$ cat src/rtl/Public_Info.sv
// Types shared between decode, the issue buffer and dispatch.
// ISSUE_BUF_DEPTH sets the issue_buffer entry count used by the top level.
package Public_Info;

  localparam int ISSUE_BUF_DEPTH = 8;

  typedef struct packed {
    logic [31:0] PC;
    logic [31:0] instr;
    logic        o_valid;
  } PC_set;

  // Dispatch may report 3; the buffer only ever hands out two entries.
  function automatic logic [1:0] clamp_use(input logic [1:0] n);
    return (n == 2'd3) ? 2'd2 : n;
  endfunction

endpackage

$ cat src/rtl/issue_buffer_perf.sv
// Saturating occupancy counters for the issue buffer.
// Compiled only when ISSUE_BUF_PERF_EN is defined.
`ifdef ISSUE_BUF_PERF_EN
module issue_buffer_perf (
  input  logic        clk,
  input  logic        rstn,
  input  logic        empty_i,
  input  logic        stall_i,
  output logic [31:0] o_perf_empty_cyc,
  output logic [31:0] o_perf_stall_cyc
);

  logic [31:0] empty_cyc_q;
  logic [31:0] stall_cyc_q;

  always_ff @(posedge clk or negedge rstn) begin
    if (!rstn) begin
      empty_cyc_q <= '0;
      stall_cyc_q <= '0;
    end else begin
      if (empty_i && (empty_cyc_q != '1)) empty_cyc_q <= empty_cyc_q + 32'd1;
      if (stall_i && (stall_cyc_q != '1)) stall_cyc_q <= stall_cyc_q + 32'd1;
    end
  end

  assign o_perf_empty_cyc = empty_cyc_q;
  assign o_perf_stall_cyc = stall_cyc_q;

endmodule
`endif

$ cat src/rtl/issue_buffer.sv
// Dual-width decode-to-dispatch instruction FIFO: up to two pushes and two pops per cycle.
// Define ISSUE_BUF_PERF_EN to add the empty/stall cycle counters.
module issue_buffer
  import Public_Info::*;
#(
  parameter int DEPTH = ISSUE_BUF_DEPTH
) (
  input  logic        clk,
  input  logic        rstn,
  input  logic        i_flush,
  input  PC_set       i_set1,
  input  PC_set       i_set2,
  input  logic [1:0]  i_valid,
  output logic        o_stall,
  output PC_set       o_set1,
  output PC_set       o_set2,
  output logic [1:0]  o_is_valid,
  input  logic [1:0]  i_usingNUM
`ifdef ISSUE_BUF_PERF_EN
  ,
  output logic [31:0] o_perf_empty_cyc,
  output logic [31:0] o_perf_stall_cyc
`endif
);

  localparam int AW = $clog2(DEPTH);
  localparam int CW = AW + 1;

  logic [AW-1:0] head_q, head_d;
  logic [AW-1:0] tail_q, tail_d;
  logic [CW-1:0] count_q, count_d;
  PC_set         mem_q [DEPTH];

  logic [1:0] push_n;
  logic [1:0] pop_n;
  logic [1:0] use_n;

  // Stall looks only at registered occupancy so dispatch's pop cannot feed back into decode.
  assign o_stall    = (count_q > CW'(DEPTH - 2));
  assign o_is_valid = {(count_q != '0), (count_q > CW'(1))};

  always_comb begin
    push_n  = (o_stall || i_flush) ? 2'd0 : (2'(i_valid[1]) + 2'(i_valid[0]));
    use_n   = clamp_use(i_usingNUM);
    pop_n   = (CW'(use_n) > count_q) ? count_q[1:0] : use_n;
    head_d  = head_q + AW'(pop_n);
    tail_d  = tail_q + AW'(push_n);
    count_d = count_q + CW'(push_n) - CW'(pop_n);
    if (i_flush) begin
      head_d  = '0;
      tail_d  = '0;
      count_d = '0;
    end
  end

  always_ff @(posedge clk or negedge rstn) begin
    if (!rstn) begin
      head_q  <= '0;
      tail_q  <= '0;
      count_q <= '0;
    end else begin
      head_q  <= head_d;
      tail_q  <= tail_d;
      count_q <= count_d;
    end
  end

  // Valid lanes are compacted: the first valid one always lands at tail.
  always_ff @(posedge clk) begin
    if (push_n != 2'd0) begin
      mem_q[tail_q] <= i_valid[1] ? i_set1 : i_set2;
      if (push_n == 2'd2) mem_q[tail_q + AW'(1)] <= i_set2;
    end
  end

  always_comb begin
    o_set1         = mem_q[head_q];
    o_set1.o_valid = o_is_valid[1];
    o_set2         = mem_q[head_q + AW'(1)];
    o_set2.o_valid = o_is_valid[0];
  end

`ifdef ISSUE_BUF_PERF_EN
  issue_buffer_perf u_perf (
    .clk              (clk),
    .rstn             (rstn),
    .empty_i          (count_q == '0),
    .stall_i          (o_stall),
    .o_perf_empty_cyc (o_perf_empty_cyc),
    .o_perf_stall_cyc (o_perf_stall_cyc)
  );
`endif

endmodule

$ cat config.mk
export PLATFORM = sky130hd
export DESIGN_NAME = issue_buffer
export DESIGN_NICKNAME = d
export VERILOG_FILES = /design/src/rtl/Public_Info.sv /design/src/rtl/issue_buffer_perf.sv /design/src/rtl/issue_buffer.sv
export SDC_FILE = /design/constraint.sdc
export NUM_CORES = 1
export LEC_CHECK = 0
export ABC_AREA = 1
export CAP_MARGIN = 20
export CORE_UTILIZATION = 30
export CTS_BUF_LIST = sky130_fd_sc_hd__clkbuf_4 sky130_fd_sc_hd__clkbuf_8 sky130_fd_sc_hd__clkbuf_16
export CTS_CLUSTER_DIAMETER = 60
export DETAILED_ROUTE_END_ITERATION = 10
export DONT_BUFFER_PORTS = 1
export PLACE_DENSITY_LB_ADDON = 0.08
export SLEW_MARGIN = 15
export SYNTH_ARGS = -nofsm -noshare
export SYNTH_HDL_FRONTEND = slang
export SYNTH_SLANG_ARGS = --single-unit
$ cat constraint.sdc
create_clock -name clk -period 3.2 [get_ports clk]
set_input_delay 0.32 -clock clk [delete_from_list [all_inputs] [get_ports clk]]
set_output_delay 0.32 -clock clk [all_outputs]
set_load 0.005 [all_outputs]
==> results.cfg <==
[critical_path]
arrival_ns = 2.85
crit_fanout = 51
cp_top_family = flip-flops
critPathRequiredTime_ns = 2.88
worstPathCellList = ha_4 -> buf_12 -> buf_16 -> o211ai_1 -> nand2_1 -> inv_1 -> o21ai_1
slowest_stage = dfrtp_4
r2r_end = count_q[2]
critical_path.max_stage_delay_ns = 0.62
startpoint_type = register
reg2reg_from = count_q[1]
crit_path_end_kind = output port
critPathBufInv = 3
crit_path_end = o_set2[56]
r2r_slack_ns = 0.41
startpoint = head_q[0]
r2r_cells = 10
cp.depth = 7
crit_type = register to output port

[logic_synthesis]
synth-edff-count = 512
synth_top_cell_area_share_pct = 43.4
yosys.area.top_type = edfxtp_1
synth.distinct_cells = 26
syn_area_per_cell_um2 = 7.58
async_reset_ff_share_pct = 1.92
post-synth-top-count-cell = nand2_1
ys_seq_area_share_pct = 44.1
syn_inst = 4669
ys_ff_latch = 522
synth_common_cells = nand2_1 (1,491), o21ai_0 (542), edfxtp_1 (512), nand4_1 (512), inv_1 (344)
synth-main-ff-cell = edfxtp_1
netlist_area_um2 = 35400
yosys-top-cells-area = edfxtp_1 (43%), nand2_1 (16%), nand4_1 (9.0%)
synth_nets = 4824
yosysWarnings = 0

[place]
dp_hpwl_mm = 78.6
dp.cells = 5795
port-buffer-count = 0
routabilityCongestion = 0.761
dpl_cell_area_um2 = 36500

[timing]
max_freq_mhz = 316
hold-worst-slack_ns = 0.119
tightest_slew_ns = 1.10
rsz0062_at_grt = true
finalCritPeriodShare_pct = 98.9
period_minus_slack_ns = 3.17
clock_skew_ns = 0.0170
setup_viol_count_final = 0
slew_headroom_pct = 26.8
hold_viol_final = 0
drv_slew = 0

[floorplanning]
core-area_um2 = 117000
dieArea_um2 = 119000
rows = 125
die_w_um = 346
io_pins = 270
start_util_pct = 30.4
die_h_um = 346

[pwr]
power_density_nw_per_um2 = 865
total_power_uw = 34800
leakage_uw = 0.0167
ir_drop_mv = 0.889

[route]
firstDrtPassIters = 5
viasPerCell = 5.48
ant_nets = 0
wl_mm = 153
drc = 0
drtIter0Drc = 2591
vias = 33000
drt-wirelength-per-cell_um = 25.5

[finish]
final_util_pct = 34.5
nets = 4583
n_fill_cell = 12000
drive_above_1_share_pct = 8.08
area_growth_pct = 13.6
stdcell_count = 6020
final_area_um2 = 40200

[clock_tree]
root_buffer = clkbuf_16
clk_latency_ns = 0.65
cts_sinks = 522
h-tree-depth = 3
cts_max_path_buffers = 3
cts.clk_slew.worst_paths_ns = 0.05
cts_tree = built
numCtsBuffers = 82

[global_routing]
antenna_found_initial = 4
grt_max_degree = 202
grt_pass1_vias = 31700
grt_pass1_wl_mm = 221
grt_overflow = 0
grtUsageTotal_pct = 24.7

[flow_run]
maxCapViolCount = 0

[status]
outcome = finished, final reports clean

[hold_path]
hold_path.class = primary input to asynchronous set/reset pin
stage by stage:
step	setup WS (ns)	TNS, ns
2_1_floorplan	0.0953	0
3_3_place_gp	0.325	0
3_5_place_dp	0.343	0
4_1_cts	-0.0387	-0.0387
5_1_grt	-0.0291	-0.109
6_report	0.0346	0
flip-flops by register name (all words and copies together) (netlist names):
name	flops
count_q	4
tail_q	3
mem_q	512
head_q	3
timing repair:
item	in CTS	in global routing
hold buffers	66	0
hold endpoints to repair	532	0
endpoints found under the setup margin	15	34
buffers inserted	0	4
gates resized for setup	4	29
gates cloned	1	2
worst register-to-register path, delay by kind of cell (launching register included):
kind            cells  cell delay, ns
compound gates      3            0.58
flops               1            0.41
xor+xnor            1            0.17
simple gates        1            0.05
buf+inv             2            0.22
fa+ha+maj           3            1.23
logic make-up (layout without fill, tap and decap cells):
family                     after synthesis  in the layout  share of synthesized area (%)
other                                    0              3                              0
AOI/OAI and AO/OA                     1033           1033                           15.1
muxes                                   64             64                           2.04
buffers and inverters                  847            671                           11.1
and+or+nand+nor                       2181           2181                           26.9
adders and majority gates               18             18                          0.721
DFF                                    522            522                           44.1
xor gates and xnor gates                 4              4                         0.0990
cell type report:
| class | instances | area, µm² | area share [%] |
|---|---|---|---|
| multi-input cells | 3300 | 16200 | 40.2 |
| flip-flops and latches | 522 | 15600 | 38.9 |
| clock buffers | 109 | 2350 | 5.86 |
| repair buffers | 172 | 2290 | 5.70 |
| well taps | 1524 | 1910 | 4.74 |
| inverters | 349 | 1350 | 3.36 |
| clock inverters | 40 | 480 | 1.19 |
| repair inverters | 1 | 11.3 | 0.0280 |
| diodes | 3 | 7.51 | 0.0187 |
per-layer routing:
| layer | global-route usage, % | part of all wire [%] | vias up |
|---|---|---|---|
| li1 | - | - | 15600 |
| met2 | 41.9 | 48 | 1021 |
| met1 | 32.5 | 44 | 16100 |
| met3 | 3.48 | 5.4 | 213 |
| met5 | 0 | 0 | - |
| met4 | 7.08 | 2.3 | 0 |
report_power, final:
group | internal [µW] | total [µW] | switching, µW
clock network | 5970 | 9510 | 3540
registers | 7960 | 8220 | 256
logic | 4810 | 17100 | 12300
cell usage in the layout, fill, tap and decap left out, types with 4 or more instances in the layout:
cell type,netlist,layout
dlygate4sd3_1,0,66
clkinv_4,0,4
nand2_1,1491,1482
nand4_1,512,512
nand3_4,0,8
inv_6,0,4
clkbuf_4,0,20
clkinvlp_4,0,6
nand3_1,23,16
clkbuf_16,0,88
clkinv_2,0,8
ha_1,14,13
fa_1,4,4
nand2_4,0,8
o21ai_2,0,14
o21ai_1,101,95
a21oi_1,325,325
edfxtp_1,512,512
dfrtp_1,10,7
buf_12,0,58
o21ai_0,542,533
mux2_2,64,64
bufinv_16,0,10
buf_4,26,41
inv_1,344,344
clkinv_1,0,9
nor2_4,1,9
o211ai_1,64,64
nor2_1,152,144
how the worst min path moves through the flow:
stage | start | end | slack [ns] | cells past startpoint
after floorplan | rstn | count_q[0] | 0.02 | 0
final | rstn | count_q[3] | 0.12 | 1
after detailed placement | rstn | count_q[3] | 0.03 | 0
after global placement | rstn | count_q[3] | 0.03 | 0
after global routing | i_set2[55] | mem_q[1][55] | 0.10 | 3
after CTS | i_set2[55] | mem_q[1][55] | 0.07 | 3
Note: power is estimated with default switching activity, not from simulation.
